**src/rtl/sram_arb_pkg.sv**
```systemverilog
// Shared definitions for the single-port SRAM arbiter: requester IDs,
// lock FSM encodings and default widths.
package sram_arb_pkg;

    localparam int ADDR_W_DEF = 9;
    localparam int DATA_W_DEF = 8;
    localparam int STARVE_DEF = 8;

    typedef enum logic [1:0] {
        REQ_NONE = 2'd0,
        REQ_IO   = 2'd1,
        REQ_D    = 2'd2,
        REQ_I    = 2'd3
    } req_id_t;

    typedef enum logic [1:0] {
        ST_NORMAL = 2'd0,
        ST_DRAIN  = 2'd1,
        ST_LOCKED = 2'd2
    } arb_state_t;

endpackage

```
**src/rtl/sram_arb_age_ctr.sv**
```systemverilog
// Saturating count of cycles the IO port has waited unserved; promote is
// raised once the wait reaches LIMIT so IO can win one arbitration.
module sram_arb_age_ctr #(
    parameter int LIMIT = 8
) (
    input  logic clk,
    input  logic rst_n,
    input  logic io_req,
    input  logic io_win,
    output logic promote
);

    localparam int W = $clog2(LIMIT + 1);
    localparam logic [W-1:0] MAX = W'(LIMIT);

    logic [W-1:0] age;

    always_ff @(posedge clk or negedge rst_n) begin
        if (!rst_n)
            age <= '0;
        else if (!io_req || io_win)
            age <= '0;
        else if (age != MAX)
            age <= age + 1'b1;
    end

    assign promote = (age == MAX);

endmodule

```
**src/rtl/sram_port_arbiter.sv**
```systemverilog
// Arbitrates IO, CPU data and CPU fetch onto one registered SRAM port, with
// an exclusive IO lock mode that stalls the CPU while IO owns the array.
module sram_port_arbiter
    import sram_arb_pkg::*;
#(
    parameter int ADDR_WIDTH   = ADDR_W_DEF,
    parameter int DATA_WIDTH   = DATA_W_DEF,
    parameter int STARVE_LIMIT = STARVE_DEF
) (
    input  logic                  clk,
    input  logic                  rst_n,
    input  logic                  io_lock,
    output logic                  io_lock_ack,
    output logic                  cpu_stall,
    input  logic                  io_req,
    input  logic                  d_req,
    input  logic                  i_req,
    input  logic                  io_we,
    input  logic                  d_we,
    input  logic [ADDR_WIDTH-1:0] io_addr,
    input  logic [ADDR_WIDTH-1:0] d_addr,
    input  logic [ADDR_WIDTH-1:0] i_addr,
    input  logic [DATA_WIDTH-1:0] io_wdata,
    input  logic [DATA_WIDTH-1:0] d_wdata,
    output logic                  io_gnt,
    output logic                  d_gnt,
    output logic                  i_gnt,
    output logic                  io_rvalid,
    output logic                  d_rvalid,
    output logic                  i_rvalid,
    output logic [DATA_WIDTH-1:0] rdata,
    output logic                  sram_cen,
    output logic                  sram_wen,
    output logic [ADDR_WIDTH-1:0] sram_a,
    output logic [DATA_WIDTH-1:0] sram_d,
    input  logic [DATA_WIDTH-1:0] sram_q
);

    arb_state_t state, state_nxt;
    req_id_t    win;
    logic       promote;

    sram_arb_age_ctr #(.LIMIT(STARVE_LIMIT)) u_age (
        .clk     (clk),
        .rst_n   (rst_n),
        .io_req  (io_req),
        .io_win  (win == REQ_IO),
        .promote (promote)
    );

    // DRAIN may leave once nothing is granted this cycle: any earlier access
    // has its rvalid in this cycle or already behind it.
    always_comb begin
        state_nxt = state;
        win       = REQ_NONE;
        case (state)
            ST_NORMAL: begin
                if (io_lock)
                    state_nxt = ST_DRAIN;
                else if (io_req && promote)
                    win = REQ_IO;
                else if (d_req)
                    win = REQ_D;
                else if (i_req)
                    win = REQ_I;
                else if (io_req)
                    win = REQ_IO;
            end
            ST_DRAIN: begin
                if (!io_lock)
                    state_nxt = ST_NORMAL;
                else if (!(io_gnt || d_gnt || i_gnt))
                    state_nxt = ST_LOCKED;
            end
            ST_LOCKED: begin
                if (io_req)
                    win = REQ_IO;
                if (!io_lock)
                    state_nxt = ST_NORMAL;
            end
            default: state_nxt = ST_NORMAL;
        endcase
    end

    always_ff @(posedge clk or negedge rst_n) begin
        if (!rst_n) begin
            state     <= ST_NORMAL;
            sram_cen  <= 1'b1;
            sram_wen  <= 1'b1;
            sram_a    <= '0;
            sram_d    <= '0;
            io_gnt    <= 1'b0;
            d_gnt     <= 1'b0;
            i_gnt     <= 1'b0;
            io_rvalid <= 1'b0;
            d_rvalid  <= 1'b0;
            i_rvalid  <= 1'b0;
        end else begin
            state     <= state_nxt;
            io_gnt    <= (win == REQ_IO);
            d_gnt     <= (win == REQ_D);
            i_gnt     <= (win == REQ_I);
            // sram_wen high during a grant cycle marks that access as a read
            io_rvalid <= io_gnt & sram_wen;
            d_rvalid  <= d_gnt & sram_wen;
            i_rvalid  <= i_gnt;
            sram_cen  <= (win == REQ_NONE);
            case (win)
                REQ_IO: begin
                    sram_wen <= ~io_we;
                    sram_a   <= io_addr;
                    sram_d   <= io_wdata;
                end
                REQ_D: begin
                    sram_wen <= ~d_we;
                    sram_a   <= d_addr;
                    sram_d   <= d_wdata;
                end
                REQ_I: begin
                    sram_wen <= 1'b1;
                    sram_a   <= i_addr;
                end
                default: sram_wen <= 1'b1;
            endcase
        end
    end

    assign rdata       = sram_q;
    assign io_lock_ack = (state == ST_LOCKED);
    assign cpu_stall   = (state != ST_NORMAL);

endmodule
```
**config.mk**
```make
export PLATFORM = sky130hd
export DESIGN_NAME = sram_port_arbiter
export DESIGN_NICKNAME = d
export VERILOG_FILES = /design/src/rtl/sram_arb_pkg.sv /design/src/rtl/sram_arb_age_ctr.sv /design/src/rtl/sram_port_arbiter.sv
export SDC_FILE = /design/constraint.sdc
export NUM_CORES = 1
export LEC_CHECK = 0
export ABC_AREA = 1
export CAP_MARGIN = 20
export CORE_MARGIN = 2
export CORE_UTILIZATION = 38
export DETAILED_ROUTE_END_ITERATION = 6
export PLACE_DENSITY_LB_ADDON = 0.2
export SYNTH_ARGS = -nofsm -noshare
export SYNTH_HDL_FRONTEND = slang
export SYNTH_SLANG_ARGS = --single-unit
```
**constraint.sdc**
```tcl
create_clock -name clk -period 2.6 [get_ports clk]
set_input_delay 0.52 -clock clk [delete_from_list [all_inputs] [get_ports clk]]
set_output_delay 0.52 -clock clk [all_outputs]
set_load 0.02 [all_outputs]
```
==> metrics <==
Syn Area/Cell 8.00 um^2; Synth top area share 43.4%; Initial Util 39.0%; worst clock skew 8.08 ps; Multi-input gate area 694 um^2; power per cell area 1030 nW/um^2; post-CTS resize count 0; Cell Area, Synth 1670 um^2; All-Layer GR Usage 17.0%; crit path buf inv count 2; WL final 4.01 mm; Synth Net Count 274; antenna violations before repair 0; max_slew headroom 72.1%; clock root buffer clkbuf_8; crit path DAT 2440 ps; reg2reg start u_age.age[0]; Final Hold Vio Count 0; FFs w/ async S/R, synth 100%; run status finished, final reports clean; CP Capture Type register; hold-critical path endpoint i_rvalid; placed cells 332; Max clock buf depth 2; number of clock sinks 31; setup TNS 0 ps; fin nets 352; Synth area leader dfrtp_1; Crit Path Category in2reg; Top FF cell, synth dfrtp_1; # hold bufs at CTS 0; Synth warnings 0; later-pin clock latency in the skew report 280 ps; slowest CP cell clkdlybuf4s50_1; Min-Delay Startpoint i_gnt; Non-Filler Instances 340; Pre-Repair DR Iteration Count 4; Worst R2R Path Depth 11; via count of the first global-routing pass 1487; layout cells sized above 1 9.03%; Slew Viols, Final 0; crit-path leading delay family simple AND/OR/NAND/NOR gates; Fmax 447 MHz; Post-synth EDFFs 0; Setup-failing EPs final 0; post-route cell area 2590 um^2; TritonCTS clock tree done; Row Count 24; DR vias/cell 4.69; routability cong. 0.792; setup bufs post-CTS 0; port buffer count 77; crit path cell chain clkdlybuf4s50_1, nand4_1, nand2_1, nand2_2, nand2_1, inv_1, ha_1, nor2_4, a21oi_1, a21oi_1; Area after DPL 2480 um^2; most common cell in the netlist nand2_1; cts bufs inserted 5; minimum clock period 2240 ps; die area 4950 um^2; max cap viols 0; sequential share of the synthesized area 46.5%; CP peak stage delay 520 ps; per-cell routed wire length 11.8 um; grt ovf 0; vias post-DR 1595; Post-DP HPWL 3.06 mm; Reg clk slew, reported paths 60 ps; Power, Total 2.65 mW; hold depth 0; Tcrit/Tclk final 86.0%; core area 4290 um^2; hold crit path type reg2reg; FILL cells 409; Area Overhead vs Synth 54.6%; DRC 0; worst-path maximum fanout 18; worst-margin pin slew 417 ps; Die W 70.4 um; pin count of the biggest net entering global routing 32; synthesis-stage register bit count 31; Chip Height 70.4 um; Worst Setup Start Kind primary input; H-Tree Depth 2; RSZ-0062 raised after global routing false; maximum VDD drop 0.617 mV; R2R Path End sram_a[3]; P_leak 1.16 nW; Post-synth top cells nand2_1, nor2_1, dfrtp_1; I/O pin total 94; Area contributors post-synth dfrtp_1, nand2_1, nor2_1; remaining antenna violation count after routing 0; Detailed Route Iter0 Violations 85; Worst EP required 2800 ps; Cell variety after synth 27; register-to-register setup slack 450 ps; Cells after Synth 209; antenna cells 0; register area 778 um^2; first-pass GRT wire length 6.71 mm
## final cells by class
type                       count  area share, %
clock buffer                   7           3.73
clock inverter                 1          0.290
tap                           52           2.52
inverter                      25           3.63
sequential                    31           30.1
timing repair buffer          86           32.9
multi-input combinational    138           26.9
## stage by stage
| stage | hold WS (ps) | worst slack (ps) | util [%] |
|---|---|---|---|
| 4_1_cts | 463 | 353 | 60.2 |
| 3_3_place_gp | 443 | 94.9 | 57.8 |
| 6_report | 467 | 365 | 60.2 |
| 3_5_place_dp | 445 | 61.9 | 57.8 |
| 5_1_grt | 479 | 111 | 60.2 |
| 2_1_floorplan | 224 | 401 | - |
## worst max path at each step
stage | start | end | cells past startpoint | slack (ps)
after floorplan | state[0] | sram_a[6] | 11 | 400
after global placement | io_req | sram_a[3] | 10 | 90
after detailed placement | io_req | sram_a[3] | 10 | 60
after CTS | io_req | sram_a[3] | 10 | 350
after global routing | io_req | sram_a[3] | 10 | 110
final | io_req | sram_a[3] | 10 | 360
## power by group
group	total [mW]	internal [mW]	switching [mW]
Clock	0.418	0.241	0.178
Combinational	1.43	0.665	0.763
Sequential	0.809	0.690	0.119
Total	2.65	1.60	1.06
## sequential cells by signal, summed over array words and instances (netlist names)
signal	cells
u_age.age	4
sram_wen	1
io_rvalid	1
i_gnt	1
io_gnt	1
i_rvalid	1
d_gnt	1
state	2
sram_a	9
sram_d	8
sram_cen	1
d_rvalid	1
## layout by cell type (no fill, tap or decap)
master / instances
clkinvlp_4: 1
clkbuf_8: 7
nand2_1: 44
a31oi_1: 8
clkdlybuf4s50_1: 77
nand3_1: 4
o221ai_1: 1
clkinv_1: 2
a21oi_1: 18
dfstp_2: 2
xor2_1: 1
nand4_1: 10
nor2_4: 1
dfrtp_1: 29
ha_1: 6
buf_4: 8
o41ai_1: 1
nor2_1: 33
nor3_1: 2
nor2_2: 2
buf_12: 1
o21ai_0: 2
inv_1: 22
o22ai_1: 1
nand3_2: 1
xnor2_1: 1
inv_2: 1
nand2_2: 2
## cell families after synthesis
kind of cell / share of synthesized area (%)
buf+inv: 12.0
simple gates: 25.6
xor+xnor: 1.05
flops: 46.5
fa+ha+maj: 4.49
compound gates: 10.4
## layer usage
layer | track usage (%) | up-vias | wire length, um
met2 | 26.4 | 56 | 1870
li1 | - | 824 | -
met4 | 6.62 | 0 | 42
met1 | 21.7 | 713 | 1770
met3 | 5.92 | 2 | 332
met5 | 0 | - | 0
(Power assumes the default switching activity.)
==> RTL change 1: new RTL, same settings <==
The package constant `ADDR_W_DEF` goes from 9 to 8.
--- a/src/rtl/sram_arb_pkg.sv
+++ b/src/rtl/sram_arb_pkg.sv
@@ -2,7 +2,7 @@
 // lock FSM encodings and default widths.
 package sram_arb_pkg;
 
-    localparam int ADDR_W_DEF = 9;
+    localparam int ADDR_W_DEF = 8;
     localparam int DATA_W_DEF = 8;
     localparam int STARVE_DEF = 8;
 
Interface: changed (resized d_addr, i_addr, io_addr and sram_a); port bits go from 94 to 90. The function was not compared with the original's and may differ.
==> RTL change 1 against the unedited design <==
Routed wire length decreased by 7.4%. Combinational power shrank 28%. Synthesized cell count decreased by 13%. Sequential cell count down 1. Total power shrank 20%. Design area is 8.0% lower. Synthesized area decreased by 5.6%. Worst setup slack improved by 200 ps. Critical path type unchanged. Critical endpoint is now sram_a[7]. Largest cell class unchanged. Highest routed layer unchanged.
==> RTL change 1: results (changes against the unedited design) <==
Clock tree
  • Postcts setup bufs: 0 (unchanged)

Synth
  • Distinct cell type count after synthesis: 26 (-3.7%)
  • Syn_nets: 245 (-11%)
  • Synth top area cells: dfrtp_1 (44%), nand2_1 (11%), nor2_1 (6.7%)
  • Top post-synthesis cells by count: nand2_1 (45), dfrtp_1 (28), nor2_1 (28), inv_1 (13), nand3_1 (11)

Place
  • Port bufs: 73 (-5.2%)
  • Area post-placement: 2290 um^2 (-7.8%)
  • DP Wirelength: 2780 um (-9.2%)

Route
  • Vias after detailed routing: 1408 (-12%)
  • WL per Instance: 12.3 um (+4.0%)
  • First DRT Iteration DRCs: 96 (+13%)

Timing
  • Max Clock Skew: 7.31 ps (-0.772 ps)
  • Hold_ws: 446 ps (-21.1 ps)

Critical path
  • CP max FO: 10 (-8)
  • CP Data Arrival Time: 2210 ps (-230 ps)
  • R2R depth: 10 (-1)
  • Critical path's top delay family: buffers and inverters
  • Worst reg-to-reg setup slack: 660 ps (+210 ps)

Cells and area
  • Final net count: 315 (-11%)
  • Top flop regs: sram_a (8), sram_d (8), u_age.age (4)

GRT
  • Largest net degree at the start of global routing: 31 (-3.1%)
  • Global-route wire length before repair: 6010 um (-10%)

Power and ir drop
  • Peak VDD IR: 484 uV (-22%)
  • Static Leak: 1.05 nW (-9.2%)

Status
  • Status: finished, final reports clean
RTL change 1: changes by cell type in the layout (fill, tap and decap cells not counted), sizes merged, moves of 4 or more:
cell           change
nand4              -9
clkdlybuf4s50      -4
inv                -9
a21oi              -9
nand3              +8
buf                -5
nor2               -4
RTL change 1: power by group:
part | leakage [nW] | total, mW | switching [mW] | internal [mW]
Combinational | 0.643 | 1.03 | 0.536 | 0.490
Clock | 0.0482 | 0.381 | 0.168 | 0.213
Sequential | 0.359 | 0.728 | 0.0906 | 0.637
Total | 1.05 | 2.13 | 0.795 | 1.34
RTL change 1: worst reg2reg max path: stages (launching register included):
cell and delay (ps):
dfrtp_1 390, inv_1 80, ha_1 210, nand4_1 110, nand2_1 80, a21oi_1 260
ha_1 250, buf_12 180, nor2_8 60, a21oi_1 160, nor2_1 60
RTL change 1: area by class of cell:
class                      instances  area, um^2  share of cell area
clock buffer                       7        86.3              0.0363
tap                               50        62.6              0.0263
timing repair buffer              77         773               0.325
sequential                        30         753               0.317
inverter                          14        52.6              0.0221
clock inverter                     1        5.00             0.00210
multi-input combinational        124         647               0.272
RTL change 1: path summary, 6_finish.rpt:
kind                                  end
worst min-delay path             i_rvalid
worst max register to register  sram_a[7]
max in group asynchronous        sram_cen
min in group asynchronous       io_rvalid
worst min register to register   i_rvalid
worst max-delay path            sram_a[7]
RTL change 1: routing by layer:
layer | vias up | wire (um) | track usage
met1 | 623 | 1560 | 0.198
met3 | 7 | 385 | 0.0658
met4 | 0 | 68 | 0.0750
li1 | 715 | - | -
met2 | 63 | 1710 | 0.281
met5 | - | 0 | 0
RTL change 1: through the flow:
| step | setup WS (ps) | power (mW) | utilization | cells |
|---|---|---|---|---|
| floorplan | 730 | 1.32 | - | 182 |
| global placement | 303 | 1.75 | 0.572 | 295 |
| detailed placement | 228 | 1.77 | 0.572 | 295 |
| CTS | 528 | 2.17 | 0.595 | 303 |
| global route | 378 | 2.29 | 0.595 | 303 |
| finish | 563 | 2.13 | 0.595 | 303 |
RTL change 1: logic make-up after synthesis:
kind of cell | after synthesis | synth area share
compound gates | 21 | 0.0824
xor+xnor | 2 | 0.0111
fa+ha+maj | 7 | 0.0555
buf+inv | 28 | 0.113
flops | 30 | 0.477
simple gates | 94 | 0.261
==> RTL change 2: new RTL, config.mk and constraints unchanged <==
Without the edit above. Make the reset (`rst_n`) synchronous in 2 clocked blocks.
--- a/src/rtl/sram_arb_age_ctr.sv
+++ b/src/rtl/sram_arb_age_ctr.sv
@@ -15,7 +15,7 @@
 
     logic [W-1:0] age;
 
-    always_ff @(posedge clk or negedge rst_n) begin
+    always_ff @(posedge clk) begin
         if (!rst_n)
             age <= '0;
         else if (!io_req || io_win)
--- a/src/rtl/sram_port_arbiter.sv
+++ b/src/rtl/sram_port_arbiter.sv
@@ -82,7 +82,7 @@
         endcase
     end
 
-    always_ff @(posedge clk or negedge rst_n) begin
+    always_ff @(posedge clk) begin
         if (!rst_n) begin
             state     <= ST_NORMAL;
             sram_cen  <= 1'b1;
Behaviour: differs if rst_n is asserted again (counterexample within 4 cycles, from zero or initial values and one cycle with rst_n low); with rst_n held inactive, the same outputs for 10 cycles.
==> RTL change 2 against the unedited design <==
Die area fell by 1.5%. Global-route usage is 0.43 points higher. Design area fell by 1.3%. Worst setup slack lost 50 ps. Synthesized area fell by 1.6%. Sequential cell count unchanged. Hold slack got worse by 17 ps. Clock skew is 0.84 ps lower. Routed wire length rose by 2.7%. Fmax decreased by 2.2%. First-iteration DRC count decreased by 40%.
Power is not compared: it rests on default switching activity, and its combinational part moved more than twofold at a synthesized area within 25%.
==> RTL change 2: results (changes against the unedited design) <==
Critical path
  • CP Data Arrival Time: 2490 ps (+50 ps)
  • CP max FO: 18 (unchanged)
  • R2r endpoint: sram_a[7]
  • Worst reg-to-reg setup slack: 480 ps (+30 ps)
  • Worst R2R Start: u_age.age[0]

GRT
  • Global-route wire length before repair: 6980 um (+4.0%)
  • Largest net degree at the start of global routing: 19 (-41%)
  • Vias in the first global route: 1628 (+9.5%)
  • Total Routing Usage GR: 0.174 (+0.00429)

Place
  • DP Wirelength: 3020 um (-1.3%)
  • Gpl congestion: 0.785 (-0.81%)
  • Port bufs: 77 (unchanged)
  • Placed Cells: 348 (+4.8%)
  • Pre-CTS setup slack: 49.9 ps (-12.1 ps)
  • Area post-placement: 2440 um^2 (-1.9%)

Timing
  • Rel. slew slack: 0.685 (-0.0363)
  • Hold_ws: 450 ps (-16.9 ps)
  • Max Clock Skew: 7.24 ps (-0.842 ps)
  • Setup WS post-layout: 314 ps (-50.4 ps)

Status
  • Status: finished, final reports clean

Synth
  • Syn_nets: 295 (+7.7%)
  • Post-synth top area cell: dfxtp_1
  • Post-synth ARST share: 0 (-1.00)
  • Synth top area cells: dfxtp_1 (38%), nand2_1 (10%), inv_1 (8.0%)
  • Distinct cell type count after synthesis: 29 (+7.4%)
  • Top post-synthesis cells by count: nand2_1 (46), inv_1 (35), dfxtp_1 (31), a21oi_1 (22), nor2_1 (15)
  • Mean area per synthesized cell: 7.16 um^2 (-11%)
  • Sequential area share after synthesis: 0.377 (-0.0883)

Cells and area
  • Final net count: 370 (+5.1%)
  • Fillcell total: 380 (-7.1%)
  • Layout cell share with drive strength beyond 1: 0.0882 (-0.00204)
  • Finished Layout Cells: 356 (+4.7%)

Worst hold path
  • WHS Path Cells: 2 (+2)
  • HP Class: flip-flop to flip-flop

Route
  • Drt first pass iters: 4 (unchanged)
  • WL per Instance: 11.6 um (-1.9%)
  • Vias after detailed routing: 1713 (+7.4%)
  • First DRT Iteration DRCs: 51 (-40%)

Clock tree
  • Post-CTS Resized: 0 (unchanged)
RTL change 2: cell count changes after synthesis, moves of 4 or more:
cell	unedited run	this run
inv_1	22	35
nor2_1	33	15
o21ai_1	0	4
o211ai_1	0	7
o21ai_0	2	11
nand3_1	4	9
dfrtp_1	29	0
dfxtp_1	0	31
a31oi_1	8	1
a21oi_1	18	22
RTL change 2: how the worst min path moves through the flow:
stage	startpoint	endpoint
6_report	i_gnt	i_rvalid
5_1_grt	i_gnt	i_rvalid
4_1_cts	i_gnt	i_rvalid
3_5_place_dp	sram_wen	d_rvalid
3_3_place_gp	i_gnt	i_rvalid
2_1_floorplan	state[1]	state[0]
RTL change 2: cell type report:
class	instances	area [um^2]	share of cell area
Timing Repair Buffer	86	838	0.328
Multi-Input combinational cell	143	772	0.302
Sequential cell	31	621	0.243
Inverter	38	143	0.0559
Clock buffer	6	82.6	0.0323
Tap cell	50	62.6	0.0245
Clock inverter	2	35.0	0.0137
RTL change 2: cell families (layout without fill, tap and decap cells):
kind of cell / count (synthesis) / in the layout / synth area share
AND/OR/NAND/NOR: 90 / 90 / 0.264
XOR/XNOR: 1 / 1 / 0.00532
flip-flops: 31 / 31 / 0.377
AO/OA/AOI/OAI: 46 / 46 / 0.154
buffers and inverters: 56 / 132 / 0.154
adder cells (fa/ha/maj): 6 / 6 / 0.0456
RTL change 2: worst max-delay path: cells and delay by family:
family	cells	cell delay (ps)
AOI/OAI and AO/OA	3	420
adders and majority gates	1	290
and+or+nand+nor	4	650
buffers and inverters	2	610
RTL change 2: metal layers:
layer	up-vias	global-route usage	routed length (um)	share of wire
met5	-	0	0	0
met4	0	0.0620	47	0.011
met3	8	0.0523	274	0.067
met2	55	0.276	1850	0.45
met1	767	0.224	1950	0.47
li1	883	-	-	-
